## src/rtl/nocif_dram_write_eg_bresp_pkg.sv

```systemverilog
// Shared types and constants for the DRAM write-response egress.
// Optional bresp error tracking is enabled by defining NVDLA_NOCIF_BRESP_ERR_EN.
package nocif_dram_write_eg_bresp_pkg;

   localparam int unsigned CQ_PD_W    = 3;
   localparam int unsigned CQ_ACK_BIT = 2;
   localparam int unsigned CQ_LEN_LSB = 0;
   localparam int unsigned LEN_W      = 2;
   localparam int unsigned AXI_ID_W   = 8;
   localparam int unsigned THREAD_W   = 4;
   localparam int unsigned BRESP_W    = 2;
   localparam int unsigned SKID_DEPTH = 2;
   localparam logic [BRESP_W-1:0] BRESP_OKAY = 2'b00;

`ifdef NVDLA_NOCIF_BRESP_ERR_EN
   localparam int unsigned SKID_W = THREAD_W + BRESP_W;
`else
   localparam int unsigned SKID_W = THREAD_W;
`endif

   typedef struct packed {
      logic             require_ack;
      logic [LEN_W-1:0] len;
   } cq_entry_t;

   // Split a raw context-queue head word into its fields.
   function automatic cq_entry_t cq_entry_unpack(input logic [CQ_PD_W-1:0] pd);
      cq_entry_t e;
      e.require_ack = pd[CQ_ACK_BIT];
      e.len         = pd[CQ_LEN_LSB +: LEN_W];
      return e;
   endfunction

endpackage

```

## src/rtl/nocif_dram_write_eg_skid.sv

```systemverilog
// Two-entry input buffer with a registered ready; head is always slot 0.
module nocif_dram_write_eg_skid
   import nocif_dram_write_eg_bresp_pkg::*;
#(
   parameter int unsigned WIDTH = 4
) (
   input  logic             clk,
   input  logic             rst_n,
   input  logic             in_vld,
   output logic             in_rdy,
   input  logic [WIDTH-1:0] in_pd,
   output logic             out_vld,
   input  logic             out_rdy,
   output logic [WIDTH-1:0] out_pd
);

   logic             vld1;
   logic [WIDTH-1:0] pd1;
   logic             vld0_n, vld1_n, rdy_n;
   logic [WIDTH-1:0] pd0_n, pd1_n;
   logic             push, pop;
   logic [1:0]       occ_n;

   // Slot update: pops shift slot 1 forward, pushes fill the first free slot.
   always_comb begin
      push   = in_vld & in_rdy;
      pop    = out_vld & out_rdy;
      vld0_n = out_vld;
      vld1_n = vld1;
      pd0_n  = out_pd;
      pd1_n  = pd1;
      case ({push, pop})
         2'b01: begin
            vld0_n = vld1;
            pd0_n  = pd1;
            vld1_n = 1'b0;
         end
         2'b10: begin
            if (!out_vld) begin
               vld0_n = 1'b1;
               pd0_n  = in_pd;
            end else begin
               vld1_n = 1'b1;
               pd1_n  = in_pd;
            end
         end
         2'b11: begin
            if (vld1) begin
               pd0_n = pd1;
               pd1_n = in_pd;
            end else begin
               pd0_n = in_pd;
            end
         end
         default: ;
      endcase
      occ_n = {1'b0, vld0_n} + {1'b0, vld1_n};
      rdy_n = 32'(occ_n) < SKID_DEPTH;
   end

   always_ff @(posedge clk) begin
      if (!rst_n) begin
         out_vld <= 1'b0;
         vld1    <= 1'b0;
         out_pd  <= '0;
         pd1     <= '0;
         in_rdy  <= 1'b0;
      end else begin
         out_vld <= vld0_n;
         vld1    <= vld1_n;
         out_pd  <= pd0_n;
         pd1     <= pd1_n;
         in_rdy  <= rdy_n;
      end
   end

endmodule

```

## src/rtl/nocif_dram_write_eg_bresp.sv

```systemverilog
// DRAM write-response egress: retires AXI B responses against per-thread context.
// Define NVDLA_NOCIF_BRESP_ERR_EN to add sticky bresp error reporting.
module nocif_dram_write_eg_bresp
   import nocif_dram_write_eg_bresp_pkg::*;
#(
   parameter int unsigned NUM_CLIENTS = 5
) (
   input  logic                         nvdla_core_clk,
   input  logic                         nvdla_core_rstn,
   input  logic                         noc2mcif_axi_b_bvalid,
   output logic                         noc2mcif_axi_b_bready,
   input  logic [AXI_ID_W-1:0]          noc2mcif_axi_b_bid,
   input  logic [BRESP_W-1:0]           noc2mcif_axi_b_bresp,
   input  logic [NUM_CLIENTS-1:0]       cq_rd_pvld,
   output logic [NUM_CLIENTS-1:0]       cq_rd_prdy,
   input  logic [CQ_PD_W*NUM_CLIENTS-1:0] cq_rd_pd,
   output logic [NUM_CLIENTS-1:0]       mcif2client_wr_rsp_complete,
   output logic                         eg2ig_axi_vld,
   output logic [LEN_W-1:0]             eg2ig_axi_len,
`ifdef NVDLA_NOCIF_BRESP_ERR_EN
   output logic                         bresp_err,
   output logic [THREAD_W-1:0]          bresp_err_thread,
`endif
   output logic                         unknown_id_err
);

   logic                   head_vld;
   logic [SKID_W-1:0]      head_pd;
   logic [SKID_W-1:0]      skid_in;
   logic [THREAD_W-1:0]    head_thread;
   logic                   known_c;
   logic                   pop_c;
   logic [NUM_CLIENTS-1:0] prdy_c;
   logic [NUM_CLIENTS-1:0] complete_c;
   cq_entry_t              sel_c;

`ifdef NVDLA_NOCIF_BRESP_ERR_EN
   logic [BRESP_W-1:0]     head_bresp;
   logic                   unused_bits;
   assign skid_in     = {noc2mcif_axi_b_bid[THREAD_W-1:0], noc2mcif_axi_b_bresp};
   assign head_bresp  = head_pd[BRESP_W-1:0];
   assign unused_bits = ^noc2mcif_axi_b_bid[AXI_ID_W-1:THREAD_W];
`else
   logic                   unused_bits;
   assign skid_in     = noc2mcif_axi_b_bid[THREAD_W-1:0];
   assign unused_bits = ^{noc2mcif_axi_b_bid[AXI_ID_W-1:THREAD_W], noc2mcif_axi_b_bresp};
`endif
   assign head_thread = head_pd[SKID_W-1 -: THREAD_W];

   nocif_dram_write_eg_skid #(.WIDTH(SKID_W)) u_skid (
      .clk     (nvdla_core_clk),
      .rst_n   (nvdla_core_rstn),
      .in_vld  (noc2mcif_axi_b_bvalid),
      .in_rdy  (noc2mcif_axi_b_bready),
      .in_pd   (skid_in),
      .out_vld (head_vld),
      .out_rdy (pop_c),
      .out_pd  (head_pd)
   );

   // Route the head to its thread's context queue; unknown threads drop immediately.
   always_comb begin
      prdy_c  = '0;
      sel_c   = '0;
      known_c = 32'(head_thread) < NUM_CLIENTS;
      for (int unsigned i = 0; i < NUM_CLIENTS; i++) begin
         if (head_thread == THREAD_W'(i)) begin
            prdy_c[i] = head_vld & cq_rd_pvld[i];
            sel_c     = cq_entry_unpack(cq_rd_pd[i*CQ_PD_W +: CQ_PD_W]);
         end
      end
      pop_c      = known_c ? (|prdy_c) : head_vld;
      complete_c = sel_c.require_ack ? prdy_c : '0;
   end

   assign cq_rd_prdy = prdy_c;

   always_ff @(posedge nvdla_core_clk) begin
      if (!nvdla_core_rstn) begin
         eg2ig_axi_vld               <= 1'b0;
         eg2ig_axi_len               <= '0;
         mcif2client_wr_rsp_complete <= '0;
         unknown_id_err              <= 1'b0;
      end else begin
         eg2ig_axi_vld               <= pop_c & known_c;
         eg2ig_axi_len               <= (pop_c & known_c) ? sel_c.len : '0;
         mcif2client_wr_rsp_complete <= complete_c;
         unknown_id_err              <= unknown_id_err | (head_vld & ~known_c);
      end
   end

`ifdef NVDLA_NOCIF_BRESP_ERR_EN
   logic bresp_hit_c;
   assign bresp_hit_c = pop_c & known_c & (head_bresp != BRESP_OKAY);

   // First failing thread is latched; later errors only keep the flag set.
   always_ff @(posedge nvdla_core_clk) begin
      if (!nvdla_core_rstn) begin
         bresp_err        <= 1'b0;
         bresp_err_thread <= '0;
      end else begin
         bresp_err <= bresp_err | bresp_hit_c;
         if (bresp_hit_c && !bresp_err) begin
            bresp_err_thread <= head_thread;
         end
      end
   end
`endif

endmodule

```

## config.mk

```make
export PLATFORM = sky130hd
export DESIGN_NAME = nocif_dram_write_eg_bresp
export DESIGN_NICKNAME = d
export VERILOG_FILES = /design/src/rtl/nocif_dram_write_eg_bresp_pkg.sv /design/src/rtl/nocif_dram_write_eg_skid.sv /design/src/rtl/nocif_dram_write_eg_bresp.sv
export SDC_FILE = /design/constraint.sdc
export NUM_CORES = 1
export LEC_CHECK = 0
export ABC_CLOCK_PERIOD_IN_PS = 2230
export BUFFER_PORTS_ARGS = -buffer_cell sky130_fd_sc_hd__buf_2
export CORE_UTILIZATION = 41
export DETAILED_ROUTE_END_ITERATION = 8
export MAX_ROUTING_LAYER = met4
export PLACE_DENSITY_LB_ADDON = 0.25
export RECOVER_POWER = 25
export REMOVE_ABC_BUFFERS = 1
export SKIP_LAST_GASP = 1
export SLEW_MARGIN = 20
export SYNTH_ARGS = -nofsm -noshare
export SYNTH_HDL_FRONTEND = slang
export SYNTH_SLANG_ARGS = --single-unit
```

## constraint.sdc

```tcl
create_clock -name nvdla_core_clk -period 2.23 [get_ports nvdla_core_clk]
set_input_delay 0.5575 -clock nvdla_core_clk [delete_from_list [all_inputs] [get_ports nvdla_core_clk]]
set_output_delay 0.5575 -clock nvdla_core_clk [all_outputs]
set_load 0.02 [all_outputs]
```

Word-level counts from Yosys, hierarchy flattened
Index checks and enable logic that the tools add are counted.
{ "word_totals": {"elab_cells": 61, "ff_bits": 20, "out_inout_bits": 15, "inputBits": 33} }
{ "classes": {"addsub": 1, "mux": 20, "n_bitwise": 11, "eq_ne": 10, "reduce_logical": 8, "n_lt_le_gt_ge": 2} }
{ "op_table": {"columns": ["operator", "count"], "rows": [
  ["4-bit 2-to-1 mux", 4],
  ["3-bit 2-to-1 mux", 5],
  ["4-bit case mux with 3 select lines", 1],
  ["1-bit AND", 9],
  ["4-bit by 2-bit == test with 1-bit output, second input constant", 2],
  ["4-bit case mux with 2 select lines", 1],
  ["1-bit 2-to-1 mux", 7],
  ["2-bit AND reduction", 3],
  ["5-bit OR reduction", 1],
  ["2-bit == test, second input constant", 2],
  ["4-bit by 1-bit == test with 1-bit output, second input constant", 1],
  ["4-bit by 3-bit == test with 1-bit output, second input constant", 1],
  ["4-bit zero test", 1],
  ["4-bit by 3-bit < comparator with 1-bit output, second input constant", 1],
  ["2-bit by 1-bit != test with 1-bit output, second input constant", 2],
  ["1-bit case mux with 2 select lines", 2],
  ["3-bit AND reduction", 1],
  ["3-bit nonzero test", 1],
  ["1-bit by 1-bit adder with 2-bit output", 1],
  ["2-bit by 1-bit == test with 1-bit output, second input constant", 1],
  ["2-bit < comparator, second input constant", 1],
  ["2-bit != test, second input constant", 1],
  ["2-bit nonzero test", 1],
  ["1-bit NOT", 1],
  ["1-bit bitwise OR", 1]
]} }

Logic depth before layout (Yosys ltp)
Gate-level depths: netlist (run 1).
{ "logic_depth": {"depth_word": 9, "ltp_mapped": 9, "mapped_depth_nobuf": 7} }

Cells and area by module
Synthesis (run 1) repeated with hierarchy kept, for this count alone.
{ "unflattened": {"hier_cells": 128, "hier_area_um2": 1106.1} }
{ "by_module_without_submodules": {"columns": ["mod", "seq_area_each_um2", "cells_per_inst", "area_each_um2", "n_inst"], "rows": [
  ["nocif_dram_write_eg_skid", 220.2, 64, 570.5, 1],
  ["nocif_dram_write_eg_bresp", 180.2, 64, 535.5, 1]
]} }

Worst setup path after synthesis (run 1)
No wires, ideal clock.
{ "synth_timing": {"path_kind": "input port to flip-flop", "from": "input cq_rd_pvld[1]", "to": "register u_skid.pd1[0]", "setup_slack_ns": 0.046, "arrival_time_ns": 2.062, "stages": 8, "t_required_ns": 2.108, "cell_sequence": "mux4_1 nand2_1 a31oi_1 ha_1 nor2b_1 clkbuf_1 o31ai_1 a21oi_1"} }
{ "synth_between": {"elab_chain_len": 8} }
{ "synth_lines": {"columns": ["item", "line", "source"], "rows": [
  ["from (decl)", "nocif_dram_write_eg_bresp.sv:14", "input logic [NUM_CLIENTS-1:0] cq_rd_pvld,"],
  ["1-bit AND (*)", "nocif_dram_write_eg_bresp.sv:68", "prdy_c[i] = head_vld & cq_rd_pvld[i];"],
  ["1-bit 2-to-1 mux (*)", "nocif_dram_write_eg_bresp.sv:67", "if (head_thread == THREAD_W'(i)) begin"],
  ["5-bit OR reduction (*)", "nocif_dram_write_eg_bresp.sv:72", "pop_c = known_c ? (|prdy_c) : head_vld;"],
  ["1-bit 2-to-1 mux (*)", "nocif_dram_write_eg_bresp.sv:72", null],
  ["1-bit AND (*)", "nocif_dram_write_eg_skid.sv:27", "pop = out_vld & out_rdy;"],
  ["2-bit == test", "nocif_dram_write_eg_skid.sv:32", "case ({push, pop})"],
  ["2-bit by 1-bit != test with 1-bit output (no line) or 2-bit nonzero test (tied branches)", null, null],
  ["3-bit AND reduction (no line)", null, null],
  ["to (signal assigned)", "nocif_dram_write_eg_skid.sv:72", "pd1 <= pd1_n;"],
  ["to (decl)", "nocif_dram_write_eg_skid.sv:18", "logic [WIDTH-1:0] pd1;"]
]} }
Every way passes the cells marked *; elsewhere a longest branch is shown, timed or not.
A chain may end at the register's enable or synchronous reset.

Worst setup path in the final report (run 1)
{ "layout_timing": {"from": "register u_skid.out_pd[0]", "to": "register u_skid.pd1[3]"} }
{ "layout_between": {"elab_chain_len": 8} }
{ "layout_lines": {"columns": ["item", "line", "source"], "rows": [
  ["from (decl)", "nocif_dram_write_eg_skid.sv:14", "output logic [WIDTH-1:0] out_pd"],
  ["from (signal assigned)", "nocif_dram_write_eg_skid.sv:71", "out_pd <= pd0_n;"],
  ["4-bit by 1-bit == test with 1-bit output (tied with other cells)", "nocif_dram_write_eg_bresp.sv:67", null],
  ["1-bit 2-to-1 mux", "nocif_dram_write_eg_bresp.sv:67", null],
  ["5-bit OR reduction", "nocif_dram_write_eg_bresp.sv:72", null],
  ["1-bit 2-to-1 mux (*)", "nocif_dram_write_eg_bresp.sv:72", null],
  ["1-bit AND (*)", "nocif_dram_write_eg_skid.sv:27", null],
  ["2-bit == test", "nocif_dram_write_eg_skid.sv:32", null],
  ["2-bit by 1-bit != test with 1-bit output (no line) or 2-bit nonzero test (tied branches)", null, null],
  ["3-bit AND reduction (no line)", null, null]
]} }
Marked as above.

==> results of run 1 <==
-- metrics by stage --
step | setup WS [ns] | total power, uW | utilization (%)
after floorplan | -0.0774 | 492 | -
after global placement | -0.0732 | 566 | 56.3
after detailed placement | -0.0903 | 570 | 56.3
after CTS | 0.0480 | 790 | 57.8
after global routing | -0.0335 | 827 | 58.3
final | 0.0751 | 786 | 58.3
-- cell usage after synthesis (all sizes together) (3+ instances only) --
master	count	area share, %
mux4	4	8.7
ha	4	4.6
nor2	5	1.7
o21ai	11	5.1
and2	3	1.7
dfxtp	20	37
nand4	5	3.5
o31ai	4	2.8
a31oi	5	2.9
buf	4	2.9
and4	5	4.0
inv	6	2.1
o211ai	4	2.8
a21oi	10	4.6
-- area by class of cell --
| class | count | share of cell area (%) |
|---|---|---|
| Multi-Input combinational cell | 80 | 43.7 |
| Sequential cell | 20 | 27.9 |
| Timing Repair Buffer | 55 | 21.5 |
| Tap cell | 30 | 2.60 |
| Clock buffer | 4 | 2.51 |
| Inverter | 7 | 1.82 |
-- cells by family after synthesis --
logic type	count (synthesis)	share of synthesized area, %
adders and majority gates	4	4.61
and+or+nand+nor	30	19.7
DFF	20	36.9
muxes	5	9.57
buffers and inverters	13	6.00
AOI/OAI and AO/OA	41	23.2
-- repair_timing --
| action | in CTS | in global routing |
|---|---|---|
| pin swaps | 0 | 1 |
| buffers inserted | 0 | 0 |
| gates resized for setup | 1 | 4 |
| endpoints found under the setup margin | 3 | 8 |
-- per-layer routing --
metal | vias to the layer above | GRT usage, % | wire (um)
met5 | - | - | 0
met4 | 0 | 6.58 | 21
met3 | 2 | 6.61 | 164
met2 | 41 | 35.0 | 1410
met1 | 511 | 22.0 | 1050
li1 | 544 | - | -
-- sequential cells by signal, summed over array words and instances (netlist names) --
signal and flops:
u_skid.out_vld 1, u_skid.pd1 4, eg2ig_axi_len 2, u_skid.in_rdy 1, eg2ig_axi_vld 1, u_skid.vld1 1, u_skid.out_pd 4, unknown_id_err 1
mcif2client_wr_rsp_complete 5
-- worst register-to-register path: cells and delay by family (launching register included) --
kind	cells	cell delay [ns]
AO/OA/AOI/OAI	3	0.48
adder cells (fa/ha/maj)	1	0.22
flip-flops	1	0.39
AND/OR/NAND/NOR	2	0.45
multiplexers	1	0.55
-- power by group through the flow --
stage	Clock, uW	Combinational [uW]	Sequential, uW
after global placement	0	169	397
after detailed placement	0	173	397
after floorplan	0	87.6	404
after global routing	240	194	393
final	219	177	390
after CTS	226	175	389
-- how the worst max path moves through the flow --
stage / from / slack (ns) / cells after the start / to
6_report: u_skid.out_pd[0]$_SDFFE_PN0P_ / 0.08 / 7 / u_skid.pd1[3]$_SDFFE_PN0P_
3_5_place_dp: cq_rd_pvld[1] / -0.09 / 8 / u_skid.pd1[0]$_SDFFE_PN0P_
4_1_cts: u_skid.out_pd[0]$_SDFFE_PN0P_ / 0.05 / 6 / cq_rd_prdy[4]
5_1_grt: u_skid.out_pd[0]$_SDFFE_PN0P_ / -0.03 / 7 / u_skid.pd1[3]$_SDFFE_PN0P_
2_1_floorplan: u_skid.out_pd[0]$_SDFFE_PN0P_ / -0.08 / 7 / u_skid.pd1[0]$_SDFFE_PN0P_
3_3_place_gp: cq_rd_pvld[1] / -0.07 / 8 / u_skid.pd1[3]$_SDFFE_PN0P_
==> summary.md, run 1 <==
| Metric | Value |
|---|---|
| Status | `complete, no violations` |
| Reg2reg end | `u_skid.pd1[3]$_SDFFE_PN0P_` |
| # placed instances | `roughly 190` |
| CORE AREA | `2480 um2` |
| FF/Latch Area | `between 400 and 500 um2` |
| Post-route antenna net violation count | `0` |
| HP Class | `in -> reg` |
| Starting Density | `a little over two fifths` |
| Final hold vios | `0` |
| First-pass GRT wire length | `~4.1 mm` |
| Netlist Area Pre-Place | `around 1100 um2` |
| Layout Cells excl Fill | `~200` |
| Grt total ovfl | `0` |
| Max Root-Sink Buffers | `2` |
| Die area | `roughly 2900 um2` |
| Peak supply drop | `565 uV` |
| Final setup TNS | `0 ns` |
| H-tree levels | `1` |
| Placed cell area | `between 1000 and 1500 um2` |
| Tmin final | `2.15 ns` |
| Required time of the worst setup path | `around 2.5 ns` |
| # rows | `18` |
| Multi-input logic area | `roughly 630 um2` |
| Hold path endpoint | `mcif2client_wr_rsp_complete[4]$_SDFF_PN0_` |
| Final GP Congestion | `between 0.8 and 0.9` |
| Total wire length | `around 2.6 mm` |
| Nets | `between 200 and 250` |
| HP Start | `cq_rd_pd[14]` |
| Worst hold slack | `roughly 0.45 ns` |
| CP bufs+invs | `0` |
| Crit path kind | `reg -> reg` |
| TritonCTS buffer count | `3` |
| I/O pin cnt | `between 40 and 50` |
| Share of layout cells above drive strength 1 | `between 40% and 50%` |
| Hold Path Stages | `3` |
| Sequential-to-total area share from yosys stat | `36.9%` |
| Critical path's slowest cell | `mux4_1` |
| Fill count | `242` |
| Most frequent cells in the layout | `buf_2, dfxtp_1, buf_4` |
| Combinational power share | `between 20 and 25%` |
| #FFs+latches synth | `20` |
| Final Cycle Share | `a little over nine tenths` |
| Clock slew at reported path FFs | `between 0.1 and 0.15 ns` |
| Clock Skew | `approximately 0.0058 ns` |
| Synth async-reset ratio | `0%` |
| Netlist cell types | `34` |
| Post-synth EDFFs | `0` |
| Hold_buf cts | `0` |
| Via-per-instance ratio | `about 5.6` |
| Largest net degree at the start of global routing | `15` |
| Die Y | `between 50 and 60 um` |
| Synth warnings | `0` |
| Final setup violation count | `0` |
| CP max stage delay | `0.55 ns` |
| Input/output buffers | `slightly above 40` |
| Leak | `roughly 0.00067 uW` |
| # diodes | `0` |
| Iter 0 DRT Violations | `41` |
| Final Max Slew Viols | `0` |
| Post-DP HPWL | `~2.0 mm` |
| Post-Syn Instances | `between 100 and 150` |
| Layout area overhead | `33.1%` |
| Sequential Power Share | `between 40% and 50%` |
| Clock power frac | `between 20% and 30%` |
| Post-route cell area | `about 1400 um2` |
| Largest delay contributor family on the critical path | `multiplexers` |
| Switching Fraction | `around 28%` |
| RSZ-0062 raised after global routing | `yes` |
| Vias in the first global route | `approximately 960` |
| GRT Overall Usage | `between 20% and 30%` |
| Detailed-route wire length per cell | `13.5 um` |
| Fmax | `between 0.4 and 0.5 GHz` |
| Pre-Repair DR Iteration Count | `6` |
| Commonest non-fill, non-tap cell in the layout | `buf_2` |
| TritonCTS clock tree | `yes` |
| Worst-Margin Slew | `0.333 ns` |
| Crit-path max FO | `4` |
| Clock root cell | `clkbuf_4` |
| Pwr per Cell Area | `544 nW/um2` |
| Drt drc | `0` |
| Initial antenna violation count | `0` |
| Max cap viols | `0` |
| Worst Setup End Kind | `register` |
| Int Power | `between 500 and 600 uW` |
| Clk sinks | `20` |
| Commonest register cell after synthesis | `dfxtp_1` |
| Reg2Reg Depth | `7` |
| Crit start category | `register` |
| Worst relative slew slack | `77.7%` |
| Mean cell area of the mapped netlist | `~9.6 um2` |
| CP Data Arrival Time | `between 2 and 2.5 ns` |
| CP cell instances | `mux4_1 > nand2_1 > a31o_1 > ha_1 > nor2b_1 > o31ai_1 > a21oi_1` |
| Worst skew pair latency | `about 0.31 ns` |
| Flop-to-flop setup slack | `roughly 0.075 ns` |
| NetSw | `approximately 220 uW` |
| Die W | `around 53 um` |
| Via count | `1098` |
| R2R Path Start | `u_skid.out_pd[0]$_SDFFE_PN0P_` |
(Power assumes the default switching activity.)
==> run 2, diff against run 1 <==
- CORE_MARGIN: default -> 8
- CORE_UTILIZATION: 41 -> 40
- GPL_ROUTABILITY_DRIVEN: default -> 0
==> summary.md, run 2 (synthesis gave the netlist of run 1 again) <==
| Metric | Value |
|---|---|
| Largest Register | `mcif2client_wr_rsp_complete` |
| CP max stage delay | `0.36 ns` |
| Die area | `4630 um2` |
| Post-CTS Setup Bufs | `0` |
| H-tree levels | `1` |
| Largest net degree at the start of global routing | `15` |
| Final Cycle Share | `a little over nine tenths` |
| Final setup TNS | `0 ns` |
| CP bufs+invs | `4` |
| Share of layout cells above drive strength 1 | `a little under two fifths` |
| Clock Skew | `0.00149 ns` |
| Pwr Total | `just under 800 uW` |
| HP Class | `in -> reg` |
| Status | `complete, no violations` |
| Final setup violation count | `0` |
| Worst hold slack | `roughly 0.45 ns` |
| Clock root cell | `clkbuf_4` |
| Vias in the first global route | `about 1100` |
| Most used cell, CP | `buf_4` |
| Iter 0 DRT Violations | `65` |
| Tmin final | `2.11 ns` |
| Die Y | `about 70 um` |
| Grt total ovfl | `0` |
| CORE AREA | `around 2700 um2` |
| Worst Setup End Kind | `primary output` |
| Pre-Repair DR Iteration Count | `4` |
| Starting Density | `about two fifths` |
| Drt drc | `0` |
| Total wire length | `approximately 2.9 mm` |
| # rows | `19` |
| Clk sinks | `20` |
| Most frequent cells in the layout | `buf_2, dfxtp_1, buf_4` |
| Crit start category | `register` |
| GRT Overall Usage | `13.0%` |
| Top flop regs | `mcif2client_wr_rsp_complete (5), u_skid.out_pd (4), u_skid.pd1 (4)` |
| Worst skew pair latency | `0.30 ns` |
| TritonCTS buffer count | `3` |
| TritonCTS clock tree | `yes` |
| Peak supply drop | `around 440 uV` |
| Initial antenna violation count | `0` |
| Worst-Margin Slew | `about 0.41 ns` |
| I/O pin cnt | `between 40 and 50` |
| Post-DP HPWL | `2.30 mm` |
| Largest delay contributor family on the critical path | `buffers and inverters` |
| Worst relative slew slack | `between 70% and 80%` |
| RSZ-0062 raised after global routing | `no` |
| CP cell instances | `buf_4 > nor3b_4 > nand4_2 > buf_4 > inv_1 > buf_2` |
| Layout area overhead | `32.5%` |
| Detailed-route wire length per cell | `approximately 15 um` |
| Via count | `1085` |
| First-pass GRT wire length | `4.60 mm` |
| CP Data Arrival Time | `1.56 ns` |
| Via-per-instance ratio | `around 5.5` |
| Critical path's slowest cell | `dfxtp_2` |
| Clock slew at reported path FFs | `0.11 ns` |
| Max reg flops | `5` |
| Fmax | `0.473 GHz` |
| Pwr per Cell Area | `between 500 and 600 nW/um2` |
| # diodes | `0` |
| Crit-path max FO | `5` |
| Max Root-Sink Buffers | `2` |
| Die W | `between 60 and 70 um` |
| Final core utilization | `a little over half` |
| Max cap viols | `0` |
| Post-route antenna net violation count | `0` |
| Input/output buffers | `between 40 and 50` |
| Leak | `0.000639 uW` |
| Commonest non-fill, non-tap cell in the layout | `buf_2` |
| Final Max Slew Viols | `0` |
| Crit path kind | `reg -> out` |
| Final hold vios | `0` |
| Nets | `about 200` |
| Required time of the worst setup path | `about 1.7 ns` |
## run 2: cell count changes in the layout (fill, tap and decap cells not counted), sizes merged
cell    before  now
buf         55   49
clkbuf       4   10
## run 2: tightest hold or removal path, delay by kind of cell
family	cells	cell delay, ns
buf+inv	1	0.09
simple gates	2	0.07
## run 2: cell type report
cell class / instances / area [um2]
Tap cell: 31 / 38.8
Timing Repair Buffer: 55 / 303
Clock buffer: 4 / 36.3
Multi-Input combinational cell: 80 / 631
Inverter: 7 / 26.3
Fill cell: 243 / 1220
Sequential cell: 20 / 403
## run 2: timing repair
action                     in CTS  in global routing
setup endpoints to repair       6                  9
gates resized for setup         1                  4
pin swaps                       0                  1
hold buffers                    0                  0
## run 2: per-stage QoR
stage | setup slack [ns] | cells | cell area (um2)
finish | 0.116 | 197 | 1440
global route | 0.00406 | 197 | 1440
CTS | 0.0272 | 197 | 1430
detailed placement | -0.159 | 193 | 1400
global placement | -0.0743 | 193 | 1400
floorplan | -0.0774 | 107 | 1050
## run 2: power by group
| group | total (uW) | switching, uW | internal (uW) |
|---|---|---|---|
| combinational | 177 | 89.2 | 88.3 |
| clock | 212 | 113 | 99.6 |
| sequential | 391 | 16.8 | 374 |
| total | 781 | 219 | 562 |
## run 2: routing by layer
layer | up-vias | global-route usage, % | share of wire [%]
met2 | 29 | 23.3 | 53
li1 | 541 | - | -
met5 | - | - | 0
met1 | 511 | 13.5 | 39
met3 | 4 | 3.60 | 7.1
met4 | 0 | 3.84 | 0.94
## run 2: path summary, 6_finish.rpt
kind	start	to	slack, ns	cells past startpoint
max	u_skid.out_pd[0]$_SDFFE_PN0P_	cq_rd_prdy[4]	0.12	6
min	cq_rd_pd[14]	mcif2client_wr_rsp_complete[4]$_SDFF_PN0_	0.45	3
max reg2reg	u_skid.out_pd[0]$_SDFFE_PN0P_	u_skid.pd1[1]$_SDFFE_PN0P_	0.13	7
min reg2reg	unknown_id_err$_SDFF_PN0_	unknown_id_err$_SDFF_PN0_	0.48	1
==> run 3, diff against run 2 <==
- ABC_AREA: default -> 1
- CORE_MARGIN: 8 -> default
- TNS_END_PERCENT: default -> 5
==> summary.md, run 3 <==
| Metric | Value |
|---|---|
| Crit start category | `register` |
| Tmin final | `1.99 ns` |
| Pre-Repair DR Iteration Count | `4` |
| Layout Cells excl Fill | `approximately 250` |
| Peak supply drop | `~580 uV` |
| # rows | `18` |
| Pwr per Cell Area | `567 nW/um2` |
| Worst Setup End Kind | `register` |
| Top cells by area, synth | `dfxtp_1, inv_1, nand2_1` |
| Final setup violation count | `0` |
| Max reg flops | `5` |
| Total wire length | `about 2.4 mm` |
| TritonCTS clock tree | `yes` |
| Hold_buf cts | `0` |
| Grt total ovfl | `0` |
| Post-route antenna net violation count | `0` |
| Crit path kind | `reg -> reg` |
| #FFs+latches synth | `20` |
| Netlist Area Pre-Place | `1130 um2` |
| Final hold vios | `0` |
| # placed instances | `242` |
| Drt drc | `0` |
| Synth warnings | `0` |
| # diodes | `0` |
| Fmax | `~0.5 GHz` |
| CORE AREA | `approximately 2600 um2` |
| Top-count cell post-synth | `inv_1` |
| Iter 0 DRT Violations | `32` |
| Status | `complete, no violations` |
| H-tree levels | `1` |
| Max cap viols | `0` |
| Netlist cell types | `19` |
| Mean cell area of the mapped netlist | `6.63 um2` |
| Leading cell types by count after synthesis | `inv_1, nand2_1, dfxtp_1, nand3_1, nor2_1` |
| Die Y | `approximately 55 um` |
| Worst-Margin Slew | `0.479 ns` |
| TritonCTS buffer count | `3` |
| RSZ-0062 raised after global routing | `no` |
| Largest Register | `mcif2client_wr_rsp_complete` |
| CP Data Arrival Time | `between 2 and 2.5 ns` |
| Leak | `0.000833 uW` |
| Via-per-instance ratio | `4.51` |
| Post-synth top area share | `between 30% and 40%` |
| Sequential-to-total area share from yosys stat | `between 30% and 40%` |
| R2R Path Start | `u_skid.out_pd[1]$_SDFFE_PN0P_` |
| Worst setup path start | `u_skid.out_pd[1]$_SDFFE_PN0P_` |
| Clock root cell | `clkbuf_4` |
| Detailed-route wire length per cell | `9.51 um` |
| Synth async-reset ratio | `0%` |
| Post-synth EDFFs | `0` |
| Post-Syn Instances | `about 170` |
| Die W | `around 55 um` |
| Crit-path max FO | `8` |
| Nets | `around 260` |
| Required time of the worst setup path | `roughly 2.4 ns` |
| Via count | `1115` |
| Vias in the first global route | `between 900 and 1000` |
| Worst skew pair latency | `0.30 ns` |
| Worst relative slew slack | `about two thirds` |
| First-pass GRT wire length | `a little under 4 mm` |
| GRT Overall Usage | `16.4%` |
| Starting Density | `~44%` |
| HP Start | `u_skid.pd1[1]$_SDFFE_PN0P_` |
| Share of layout cells above drive strength 1 | `between 20 and 30%` |
| Commonest non-fill, non-tap cell in the layout | `buf_2` |
| Layout area overhead | `24.7%` |
| Top flop regs | `mcif2client_wr_rsp_complete (5), u_skid.out_pd (4), u_skid.pd1 (4)` |
| Synth area leader | `dfxtp_1` |
| Most frequent cells in the layout | `buf_2, inv_1, nand2_1` |
| HP Class | `reg -> reg` |
| Max Root-Sink Buffers | `2` |
| Die area | `slightly above 3000 um2` |
| Initial antenna violation count | `0` |
| I/O pin cnt | `48` |
| Final Max Slew Viols | `0` |
| Commonest register cell after synthesis | `dfxtp_1` |
| Clk sinks | `20` |
| Clock slew at reported path FFs | `0.12 ns` |
| Worst hold slack | `between 0.4 and 0.5 ns` |
| Largest net degree at the start of global routing | `14` |
| Clock Skew | `0.00109 ns` |
| Final Cycle Share | `89.4%` |
| Input/output buffers | `41` |
| Post-DP HPWL | `between 1.5 and 2 mm` |
-- run 3: cell count changes after synthesis, sizes merged, moves of 4 or more --
cell and change:
a31oi -5, and4 -5, inv +34, mux4 -4, nand2 +35, nand3 +19, nor2 +14, o31ai -4
-- run 3: area by class of cell --
| class | count | area (um2) |
|---|---|---|
| sequential | 20 | 403 |
| clock buffer | 4 | 36.3 |
| timing repair buffer | 45 | 231 |
| inverter | 40 | 150 |
| tap | 30 | 37.5 |
| fill | 282 | 1150 |
| multi-input combinational | 108 | 556 |
-- run 3: cells by family (layout without fill, tap and decap cells) --
family | count (synthesis) | count (layout) | synth area share (%)
buffers and inverters | 43 | 89 | 15.7
AND/OR/NAND/NOR | 81 | 81 | 34.1
flip-flops | 20 | 20 | 35.3
adder cells (fa/ha/maj) | 4 | 4 | 4.42
AO/OA/AOI/OAI | 23 | 23 | 10.5
-- run 3: repair_timing --
| item | CTS | global route |
|---|---|---|
| resized for setup | 0 | 3 |
| setup endpoints to repair | 0 | 8 |
| buffers inserted | 0 | 1 |
-- run 3: power by group --
| part | switching, uW | total, uW | internal, uW |
|---|---|---|---|
| clock | 119 | 218 | 99.7 |
| sequential | 20.3 | 397 | 377 |
| combinational | 114 | 186 | 71.6 |
-- run 3: worst max-delay path: stages, from the launching register on --
cell and delay (ns):
dfxtp_1 0.47, inv_2 0.09, nor2_4 0.14, nand2_2 0.08
nor2_4 0.10, nor2_2 0.06, nand3b_1 0.09, nand2_2 0.08
ha_1 0.23, inv_1 0.07, o211ai_1 0.09, buf_4 0.17
o21ai_0 0.15, a21oi_1 0.05
-- run 3: through the flow --
stage | util (%) | power, uW | TNS [ns] | setup slack [ns] | instance area (um2)
after global routing | 55.1 | 855 | 0 | 0.0211 | 1410
final | 55.1 | 802 | 0 | 0.236 | 1410
after detailed placement | 53.4 | 590 | -0.122 | -0.0506 | 1370
after CTS | 54.8 | 807 | 0 | 0.0693 | 1410
after floorplan | - | 527 | 0 | 0.276 | 1110
after global placement | 53.4 | 588 | -0.0752 | -0.0264 | 1370
-- run 3: final timing paths --
kind                                     end  slack [ns]  cells after the start
setup / recovery  u_skid.pd1[3]$_SDFFE_PN0P_        0.24                     13
hold / removal    u_skid.pd1[1]$_SDFFE_PN0P_        0.45                      2
setup reg to reg  u_skid.pd1[3]$_SDFFE_PN0P_        0.24                     13
hold reg to reg   u_skid.pd1[1]$_SDFFE_PN0P_        0.45                      2
-- run 3: layer usage --
| layer | wire length, um | share of wire [%] | track usage [%] |
|---|---|---|---|
| met1 | 1170 | 50 | 21.1 |
| met2 | 1000 | 43 | 24.4 |
| met3 | 161 | 6.9 | 5.85 |
| met4 | 14 | 0.60 | 4.29 |
| met5 | 0 | 0 | - |
